==> src/rtl/systolic_feeder.sv <==
`default_nettype none
// ============================================================================
// Module   : systolic_feeder
// Purpose  : Operand staging and diagonal skew stage in front of an NxN
//            systolic array. Buffers one activation matrix A and one weight
//            matrix W (one row per load beat), starts the array through its
//            start/ready/done handshake, then streams A rows and W columns
//            as skewed DW-bit lanes.
// Ports    : clk, rst (sync, active-low)
//            ld_valid/ld_ready/ld_sel/ld_data : row load channel (sel 0=A, 1=W)
//            go                               : start request (needs A and W full)
//            busy                             : feeder not in LOAD
//            arr_start/arr_ready/arr_done     : array handshake
//            a_out/w_out                      : skewed lanes, lane i at [DW*i +: DW]
//            done                             : one-cycle completion pulse
// Revision : 1.0 - initial release
// ============================================================================
module systolic_feeder #(
  parameter int N  = 4,
  parameter int DW = 8
) (
  input  logic            clk,
  input  logic            rst,
  input  logic            ld_valid,
  output logic            ld_ready,
  input  logic            ld_sel,
  input  logic [DW*N-1:0] ld_data,
  input  logic            go,
  output logic            busy,
  output logic            arr_start,
  input  logic            arr_ready,
  input  logic            arr_done,
  output logic [DW*N-1:0] a_out,
  output logic [DW*N-1:0] w_out,
  output logic            done
);

  localparam int KW = $clog2(2*N-1);
  localparam int CW = $clog2(N+1);
  localparam int IW = (N > 1) ? $clog2(N) : 1;
  localparam logic [KW-1:0] K_LAST   = KW'(2*N-2);
  localparam logic [CW-1:0] CNT_FULL = CW'(N);

  typedef enum logic [1:0] {
    LOAD   = 2'd0,
    ARM    = 2'd1,
    STREAM = 2'd2,
    DRAIN  = 2'd3
  } state_t;

  state_t          r_state, w_state_nxt;
  logic [CW-1:0]   r_cnt_a, r_cnt_w, w_cnt_a_nxt, w_cnt_w_nxt;
  logic [KW-1:0]   r_k, w_k_nxt;
  logic            r_seen, w_seen_nxt;
  logic            w_start_nxt;
  logic            w_accept, w_full;
  logic [DW-1:0]   r_amem [N][N];
  logic [DW-1:0]   r_wmem [N][N];
  logic [DW*N-1:0] w_a_lanes, w_w_lanes;

  assign ld_ready = (r_state == LOAD) &&
                    (ld_sel ? (r_cnt_w < CNT_FULL) : (r_cnt_a < CNT_FULL));
  assign w_accept = ld_valid && ld_ready;
  assign w_full   = (r_cnt_a == CNT_FULL) && (r_cnt_w == CNT_FULL);
  assign busy     = (r_state != LOAD);
  // A latched arr_done in DRAIN is the completion condition; the cycle it is
  // visible there is the done cycle, and the FSM leaves DRAIN at its end.
  assign done     = (r_state == DRAIN) && r_seen;

  // Row buffers: contents need no reset.
  always_ff @(posedge clk) begin
    if (w_accept) begin
      for (int c = 0; c < N; c++) begin
        if (ld_sel) r_wmem[r_cnt_w[IW-1:0]][c] <= ld_data[DW*c +: DW];
        else        r_amem[r_cnt_a[IW-1:0]][c] <= ld_data[DW*c +: DW];
      end
    end
  end

  // Lane values for the stream index of the coming cycle, so the registered
  // outputs line up with k. Lane i carries A row i and W column i, each
  // delayed by i cycles.
  for (genvar i = 0; i < N; i++) begin : g_lane
    logic [KW-1:0] w_off;
    logic [DW-1:0] w_a_el, w_w_el;

    assign w_off = w_k_nxt - KW'(i);

    always_comb begin
      w_a_el = '0;
      w_w_el = '0;
      if ((w_k_nxt >= KW'(i)) && (w_off < KW'(N))) begin
        w_a_el = r_amem[i][w_off[IW-1:0]];
        w_w_el = r_wmem[w_off[IW-1:0]][i];
      end
    end

    assign w_a_lanes[DW*i +: DW] = w_a_el;
    assign w_w_lanes[DW*i +: DW] = w_w_el;
  end

  always_comb begin
    w_state_nxt = r_state;
    w_cnt_a_nxt = r_cnt_a;
    w_cnt_w_nxt = r_cnt_w;
    w_k_nxt     = r_k;
    w_seen_nxt  = r_seen;
    w_start_nxt = 1'b0;

    if (w_accept) begin
      if (ld_sel) w_cnt_w_nxt = r_cnt_w + CW'(1);
      else        w_cnt_a_nxt = r_cnt_a + CW'(1);
    end

    case (r_state)
      LOAD: begin
        // With the array already ready, skip ARM so start follows go by one cycle.
        if (go && w_full) begin
          if (arr_ready) begin
            w_state_nxt = STREAM;
            w_k_nxt     = '0;
            w_start_nxt = 1'b1;
          end else begin
            w_state_nxt = ARM;
          end
        end
      end
      ARM: begin
        if (arr_done) w_seen_nxt = 1'b1;
        if (arr_ready) begin
          w_state_nxt = STREAM;
          w_k_nxt     = '0;
          w_start_nxt = 1'b1;
        end
      end
      STREAM: begin
        if (arr_done) w_seen_nxt = 1'b1;
        if (r_k == K_LAST) w_state_nxt = DRAIN;
        else               w_k_nxt     = r_k + KW'(1);
      end
      DRAIN: begin
        if (r_seen) begin
          w_state_nxt = LOAD;
          w_cnt_a_nxt = '0;
          w_cnt_w_nxt = '0;
          w_seen_nxt  = 1'b0;
        end else if (arr_done) begin
          w_seen_nxt = 1'b1;
        end
      end
      default: w_state_nxt = LOAD;
    endcase
  end

  always_ff @(posedge clk) begin
    if (!rst) begin
      r_state   <= LOAD;
      r_cnt_a   <= '0;
      r_cnt_w   <= '0;
      r_k       <= '0;
      r_seen    <= 1'b0;
      arr_start <= 1'b0;
      a_out     <= '0;
      w_out     <= '0;
    end else begin
      r_state   <= w_state_nxt;
      r_cnt_a   <= w_cnt_a_nxt;
      r_cnt_w   <= w_cnt_w_nxt;
      r_k       <= w_k_nxt;
      r_seen    <= w_seen_nxt;
      arr_start <= w_start_nxt;
      a_out     <= (w_state_nxt == STREAM) ? w_a_lanes : '0;
      w_out     <= (w_state_nxt == STREAM) ? w_w_lanes : '0;
    end
  end

endmodule
`default_nettype wire

==> config.mk <==
export PLATFORM = sky130hd
export DESIGN_NAME = systolic_feeder
export DESIGN_NICKNAME = d
export VERILOG_FILES = /design/src/rtl/systolic_feeder.sv
export SDC_FILE = /design/constraint.sdc
export NUM_CORES = 1
export LEC_CHECK = 0
export CAP_MARGIN = 25
export CORE_MARGIN = 2
export CORE_UTILIZATION = 40
export CTS_CLUSTER_DIAMETER = 120
export CTS_CLUSTER_SIZE = 14
export DETAILED_ROUTE_END_ITERATION = 10
export SYNTH_ARGS = -nofsm -noshare
export SYNTH_HDL_FRONTEND = slang
export SYNTH_SLANG_ARGS = --single-unit
==> constraint.sdc <==
create_clock -name clk -period 4.9 [get_ports clk]
set_input_delay 0.98 -clock clk [delete_from_list [all_inputs] [get_ports clk]]
set_output_delay 0.98 -clock clk [all_outputs]
set_load 0.02 [all_outputs]
======== After elaboration in Yosys (flattened, before gate mapping) ========
Memories as Yosys holds them, arrays and structs flattened. A register that Yosys moved wholly into a read port is not among the register bits.
Cells that the tools add are included.
cells by class
  $add $sub $neg .......................... 6
  multiply operators ...................... 0
  div/mod/pow operators ................... 0
  order comparisons ....................... 14
  eq/ne operators ......................... 8
  shift-type cells ........................ 0
  muxes and demuxes ....................... 44
  bitwise logic cells ..................... 4
  reductions and logical operators ........ 22
operator list
  operator                                                           number
  binary-select mux 8 bit (select 2 bit)                             4
  2-to-1 mux 8 bit                                                   8
  2-to-1 mux 3 bit                                                   11
  < comparator 3 bit, second input constant                          6
  greater-or-equal comparator 3 bit, second input constant           4
  2-to-1 mux 1 bit                                                   12
  inverter 2 -> 3 bit                                                4
  AND reduction 3 bit                                                4
  2-to-1 mux 2 bit                                                   5
  adder 3 x 1 -> 3 bit, second input constant                        3
  == test 3 bit, second input constant                               3
  logical AND 1 bit                                                  9
  case mux 3 bit (3 select lines)                                    1
  case mux 2 bit (4 select lines)                                    1
  == test 2 bit, second input constant                               3
  greater-or-equal comparator 3 x 1 -> 1 bit, second input constant  2
  greater-or-equal comparator 3 x 2 -> 1 bit, second input constant  2
  subtractor 3 x 2 -> 3 bit, second input constant                   2
  zero test 1 bit                                                    4
  case mux 1 bit (2 select lines)                                    2
  nonzero test 2 bit                                                 2
  subtractor 3 x 1 -> 3 bit, second input constant                   1
  == test 2 x 1 -> 1 bit, second input constant                      1
  zero test 2 bit                                                    1
  other kinds (3)                                                    3
storage, ports and cells
  register bits after elaboration ......... 45
  latch bits .............................. 0
  RAM bits ................................ 256
  memory bits (read-only) ................. 0
  input port bits ......................... 39
  output and inout port bits .............. 68
  word-level logic and storage cells ...... 110
  memories ................................ 2
memory list
  memory  depth  width  rd ports  clocked after memory_dff  wr ports  line  source
  r_amem  4      32     4         0                         1         57    logic [DW-1:0] r_amem [N][N];
  r_wmem  4      32     4         4                         1         58    logic [DW-1:0] r_wmem [N][N];

======== Logic depth before layout (Yosys ltp) ========
  depth after elaboration ................. 10
  mapped depth ............................ 13
  gate-level depth less buffers ........... 10

======== Least setup slack after synthesis ========
No wires, ideal clock.
  kind .................................... in2reg
  start ................................... in go
  end ..................................... reg a_out[10]
  library setup time ...................... 0.114 ns
  arrival time ............................ 3.821 ns
  data required time ...................... 4.786 ns
  slack ................................... 0.966 ns
  stages .................................. 11
  path buffers ............................ 4
  cells stage by stage .................... nand2_1 or4b_1 a32oi_4 inv_2 clkbuf_1 buf_1 ha_1 buf_1 clkbuf_1 mux4_2 nor2b_2
between the ends
  cells in the longest elaborated chain, start to end .. 8
  elaborated cells between the ends (all ways) .. 15
  those cells by class .................... add/sub: 1; order compare: 2; eq/ne: 1; mux: 7; bitwise: 1; reduce/logical: 3
RTL lines
  element                                                            line  source
  start, declared                                                    28    input logic go,
  logical AND 1 bit (*)                                              118   if (go && w_full) begin
  branches (longest 7 deep; another with subtractor 3 x 1 -> 3 bit)  --
  end signal, assigned                                               172   a_out <= (w_state_nxt == STREAM) ? w_a_lanes : '0;
  end, declared                                                      33    output logic [DW*N-1:0] a_out,
Mark *: on every way between the ends. The select of a mux whose other input is x is not followed.
A chain may end at the register's enable or synchronous reset.

======== Final worst setup path ========
  start ................................... in ld_sel
  end ..................................... out ld_ready
between the ends
  cells in the longest elaborated chain, start to end .. 2
RTL lines
  element            line  source
  start, declared    26    input logic ld_sel,
  2-to-1 mux 1 bit   62    (ld_sel ? (r_cnt_w < CNT_FULL) : (r_cnt_a < CNT_FULL));
  logical AND 1 bit  61    assign ld_ready = (r_state == LOAD) &&
  end, declared      25    output logic ld_ready,
Every way passes these cells.

==> out/metrics.yaml <==
path_clk_slew_ns: 0.07
required_ns: 3.92
crit_path_start_kind: "primary input"
setup_viol: 0
synth_edf_count: 256
drcViolationCount: 0
h-tree-depth: 1
yosysSeqAreaShare: 0.763
syn_area_um2: 12100
nets: 996
via_per_inst: 5.15
min_path_type: "flip-flop to flip-flop"
rsz0062_at_grt: "no"
relSlewSlack: 0.435
multiInputGateArea_um2: 2640
first_pass_iters: 5
critical_path_buf_inv_count: 2
first_iter_violations: 632
slowest_delay_ns: 0.62
synthArstFlopShare: 0
synthesis.nets: 886
cts_setup_buffers: 0
path_class: "primary input to output port"
antenna_found_initial: 0
routed_wl_um: 27300
fin_cells: 1351
final_cell_mix: "256 x edfxtp_1, 197 x nand2_1, 106 x clkdlybuf4s50_1"
skew_ns: 0.0146
drive_above_1_share: 0.0791
nFillCells: 2604
insertion_delay_ns: 0.54
dp_cells: 1301
cts_hold_buf: 0
cts_inserted_buffers: 27
timing.fmax_mhz: 282
start_util: 0.407
p_leak_nw: 5.07
antenna_cells: 0
cts_resized: 0
dp_hpwl_um: 15600
crit_arrival_ns: 2.56
wl_per_cell_um: 20.2
p_per_area_nw_per_um2: 494
seq_area_um2: 9230
fp.dieW_um: 178
final_common_cell: "edfxtp_1"
synthCells: 831
portBuffers: 106
cts_tree: "yes"
gp_congestion: 0.777
critPathCaptureType: "output port"
overflow: 0
clkSinkCount: 333
clock_tree.buffer_depth: 3
period_minus_slack_ns: 3.54
vias: 6955
grt_pass1_vias: 6653
core.rowCount: 63
synth_cell_types: 44
yosys_warnings: 0
fin_setup_tns_ns: 0
hold_viol_final: 0
slew_viol_final: 0
status: "completed"
ios: 107
die_height_um: 178
fin_total_pwr_mw: 7.11
route.antenna.remaining_nets: 0
crit_slowest_cell: "clkdlybuf4s50_1"
worst_pin_slew_ns: 0.826
crit_family: "buffers and inverters"
grt_pass1_wl_um: 41000
peakVddDrop_mv: 0.423
cp_max_fo: 3
area_growth_pct: 18.9
ys_ff_latch: 333
grt_max_degree: 114
cts-root-buf: "clkbuf_16"
avgSynthCellArea_um2: 14.6
die-area_um2: 31600
cap_violations: 0
cpMostUsedCell: "clkdlybuf4s50_1"
crit_chain: "clkdlybuf4s50_1, mux2i_1, and2_1, clkdlybuf4s50_1"
grt_usage: 0.174
core_area_um2: 29700
finalCritPeriodShare: 0.723
ys_dominant_reg_cell: "edfxtp_1"
power by group:
| group | internal (mW) | switching, mW | leakage [nW] |
|---|---|---|---|
| registers | 3.23 | 0.0581 | 2.94 |
| clock network | 1.04 | 0.931 | 0.361 |
| logic | 0.704 | 1.15 | 1.76 |
per-layer routing:
layer	track usage	part of all wire	up-vias
li1	-	-	3217
met1	0.241	0.43	3512
met2	0.295	0.50	190
met3	0.0229	0.049	36
met4	0.0348	0.018	0
met5	0	0	-
cell type report:
type                       instances  area share
sequential                       333       0.642
multi-input combinational        442       0.184
timing repair buffer             123      0.0841
clock buffer                      48      0.0525
tap                              390      0.0339
inverter                          14     0.00365
clock inverter                     1    0.000348
worst register-to-register path: cells and delay by family, from the launching register on:
family	cells	cell delay, ns
AO/OA/AOI/OAI	2	0.83
adder cells (fa/ha/maj)	1	0.16
buffers and inverters	3	0.56
flip-flops	1	0.35
AND/OR/NAND/NOR	4	1.30
per-stage QoR:
stage	setup slack [ns]	util	hold slack, ns	cell area, um^2
floorplan	0.966	-	0.462	12100
global placement	0.877	0.458	0.479	13600
detailed placement	0.855	0.458	0.494	13600
CTS	1.33	0.483	0.507	14400
global route	1.28	0.484	0.519	14400
finish	1.36	0.484	0.501	14400
final timing paths:
path	from	end	slack, ns	cells after the start
worst max-delay path	ld_sel	ld_ready	1.36	4
worst min-delay path	r_cnt_a[2]	r_cnt_a[2]	0.50	2
worst max register to register	r_cnt_a[0]	a_out[11]	1.64	10
worst min register to register	r_cnt_a[2]	r_cnt_a[2]	0.50	2
kinds of logic (layout without fill, tap and decap cells):
kind of cell             count (synthesis)  in the layout  share of synthesized area
flip-flops                             333            333                      0.763
XOR/XNOR                                 3              3                    0.00217
buffers and inverters                   56            186                     0.0184
multiplexers                            17             17                     0.0306
adder cells (fa/ha/maj)                 16             16                     0.0166
AND/OR/NAND/NOR                        366            366                      0.141
AO/OA/AOI/OAI                           40             40                     0.0285
Yosys cell counts, types with 2 or more instances:
master      n  share of area
a211oi_1    3         0.0019
a21oi_1     2        0.00083
a311oi_1   17          0.012
a31o_2      2         0.0014
and2_1     11         0.0057
and3_1     49          0.025
buf_1       4         0.0012
buf_2       4         0.0017
clkbuf_1   33          0.010
dfxtp_1    77           0.13
edfxtp_1  256           0.64
ha_1       16          0.017
inv_1      13         0.0040
mux4_2     16          0.030
nand2_1   197          0.061
nand2b_1    2         0.0010
nand3_1    66          0.027
nor2_1     16         0.0050
nor2b_1     9         0.0047
nor2b_2     9         0.0065
o21ai_0     3         0.0012
or3_1       2         0.0010
xnor2_1     3         0.0022
sequential cells by signal, indices dropped and copies added, names as in the netlist:
register	count
a_out	32
r_amem	128
arr_start	1
w_out	32
r_cnt_w	3
r_seen	1
r_cnt_a	3
r_state	2
r_k	3
r_wmem	128
No activity file was read; power rests on OpenSTA's default activity.
==> edit: new RTL, same settings <==
Change the parameter `DW` from 8 to 7.
--- a/src/rtl/systolic_feeder.sv
+++ b/src/rtl/systolic_feeder.sv
@@ -18,5 +18,5 @@
 module systolic_feeder #(
   parameter int N  = 4,
-  parameter int DW = 8
+  parameter int DW = 7
 ) (
   input  logic            clk,
Interface: changed (resized a_out, ld_data and w_out); port bits go from 107 to 95. The function was not compared with the original's and may differ.
==> edit against the unedited design <==
  * Hold slack improved by 3.4 ps
  * Area after synthesis fell by 11%
  * Sequential share of layout area fell by 0.61 points
  * Critical path depth rose by 4
  * Cell area fell by 11%
  * Core utilization rose by 0.28 points
  * Routed wire length fell by 17%
  * Setup slack got worse by 43 ps
  * Sequential cell count fell by 40
  * Count of clock-buffer cells in the layout fell by 4
  * Die area fell by 11%
Power is not compared: it rests on default switching activity, and its combinational part moved more than twofold at a synthesized area within 25%.
==> edit: results (changes against the unedited design) <==
- Netlist cell types: 42 (-4.5%)
- Met3 GRT Util: 2.34% (+0.048 points)
- End of the critical path: a_out[7]$_SDFF_PN0_
- HPWL after DPL: 13.2 mm (-16%)
- Mapped Nets: 677 (-24%)
- Final Skew: 8.31 ps (-6.32 ps)
- Register area share after synthesis: 75.7% (-0.65 points)
- FF-to-FF setup slack: 1610 ps (-30 ps)
- Number of global-route vias before repair: 5798 (-13%)
- Post-synth top cells: edfxtp_1 (224), a211oi_1 (86), dfxtp_1 (69)
- Net Sw Frac: 21.6%
- Most used DFF post-synth: edfxtp_1
- Max_slew headroom: 37.6% (-5.9 points)
- Avg Cell Area, Syn: 17.1 um^2 (+18%)
- Iter 0 DRT Violations: 276 (-56%)
- PortBufs: 94 (-11%)
- Clock Path Buffers: 3 (unchanged)
- Yosys warning count: 0 (unchanged)
- # H-tree levels: 1 (unchanged)
- Num CTS Buffers: 24 (-11%)
- CP startpoint: go
- Met2 Use GR: 27.5% (-2.0 points)
- # diodes: 0 (unchanged)
- First-pass GRT wire length: 34.8 mm (-15%)
- Total GRT Usage: 16.1% (-1.2 points)
- Minimum clock period: 3590 ps (+43.1 ps)
- GR Util met1: 22.0% (-2.1 points)
- Final nets: 779 (-22%)
- Reg2Reg Depth: 9 (-1)
- Worst Path Arrival: 4020 ps (+1460 ps)
- Largest net degree at the start of global routing: 100 (-12%)
- Via count: 5585 (-20%)
- CP max FO: 46 (+43)
- Status: finished, final reports clean
- Pre-CTS WS: 782 ps (-72.8 ps)
- Placer Congestion: 0.774 (-0.36%)
- Leakage: 0.00441 uW
- Antenna violations before repair: 1 (+1)
- Hold Crit Class: flop to flop
- Layout cell share with drive strength beyond 1: 9.25% (+1.3 points)
- Clk_lat worst skew: 510 ps (-30 ps)
- Main area contributors after synthesis: edfxtp_1 (63%), dfxtp_1 (13%), a211oi_1 (6.0%), mux2i_1 (4.0%), mux4_2 (2.9%)
- Post-Route WL: 22.7 mm (-17%)
- Worst-path clk slew: 70 ps (about the same)
- EDFF count, synth: 224 (-13%)
[edit: cell types whose count changed in the layout (fill, tap and decap cells not counted), sizes merged, moves of 12 or more]
cell,before,now
mux2i,1,43
edfxtp,256,224
and3,49,1
nand3,66,3
a211oi,3,86
a311oi,17,0
nand2,197,8
and2,11,52
clkdlybuf4s50,106,94
[edit: worst min-delay path by stage]
stage	startpoint	depth (start not counted)	end
final	r_seen$_SDFFE_PN0P_	2	r_seen$_SDFFE_PN0P_
after floorplan	r_seen$_SDFFE_PN0P_	2	r_seen$_SDFFE_PN0P_
after global placement	r_seen$_SDFFE_PN0P_	2	r_seen$_SDFFE_PN0P_
after global routing	r_seen$_SDFFE_PN0P_	2	r_seen$_SDFFE_PN0P_
after CTS	r_seen$_SDFFE_PN0P_	2	r_seen$_SDFFE_PN0P_
after detailed placement	r_seen$_SDFFE_PN0P_	2	r_seen$_SDFFE_PN0P_
[edit: layer usage]
metal	wire length, um	up-vias
met4	355	0
met2	11000	146
met5	0	-
li1	-	2608
met1	10000	2804
met3	1300	27
[edit: worst max-delay path, cell delays in order]
cell	delay, ps
clkdlybuf4s50_1	480
nand3_2	130
or4b_4	570
a32oi_4	320
inv_4	250
or3_1	400
a221o_1	650
nor2b_1	230
[edit: cells by family (layout without fill, tap and decap cells)]
family	count (synthesis)	in the layout	share of synthesized area [%]
simple gates	105	105	5.87
flops	293	293	75.7
compound gates	106	106	7.49
xor+xnor	3	3	0.245
fa+ha+maj	16	16	1.87
buf+inv	46	166	1.90
mux	57	57	6.96
[edit: layout make-up]
class / instances / area, um^2
inverters: 14 / 55.1
flip-flops and latches: 293 / 8110
repair buffers: 108 / 1060
well taps: 335 / 419
fillers: 2187 / 13500
clock buffers: 44 / 697
multi-input cells: 287 / 2420
[edit: per-stage QoR]
stage	hold slack (ps)	power, uW	cell area [um^2]	instances
after CTS	504	5000	12800	1081
after global placement	476	3230	12100	1037
final	505	4940	12800	1081
after global routing	539	5120	12800	1081
after detailed placement	487	3240	12100	1037
after floorplan	461	3090	10700	626
[edit: power by group through the flow]
stage	logic (uW)	registers [uW]	clock network [uW]
after floorplan	280	2810	0
after global placement	430	2800	0
after detailed placement	440	2800	0
after CTS	443	2750	1810
after global routing	473	2750	1890
final	433	2750	1760
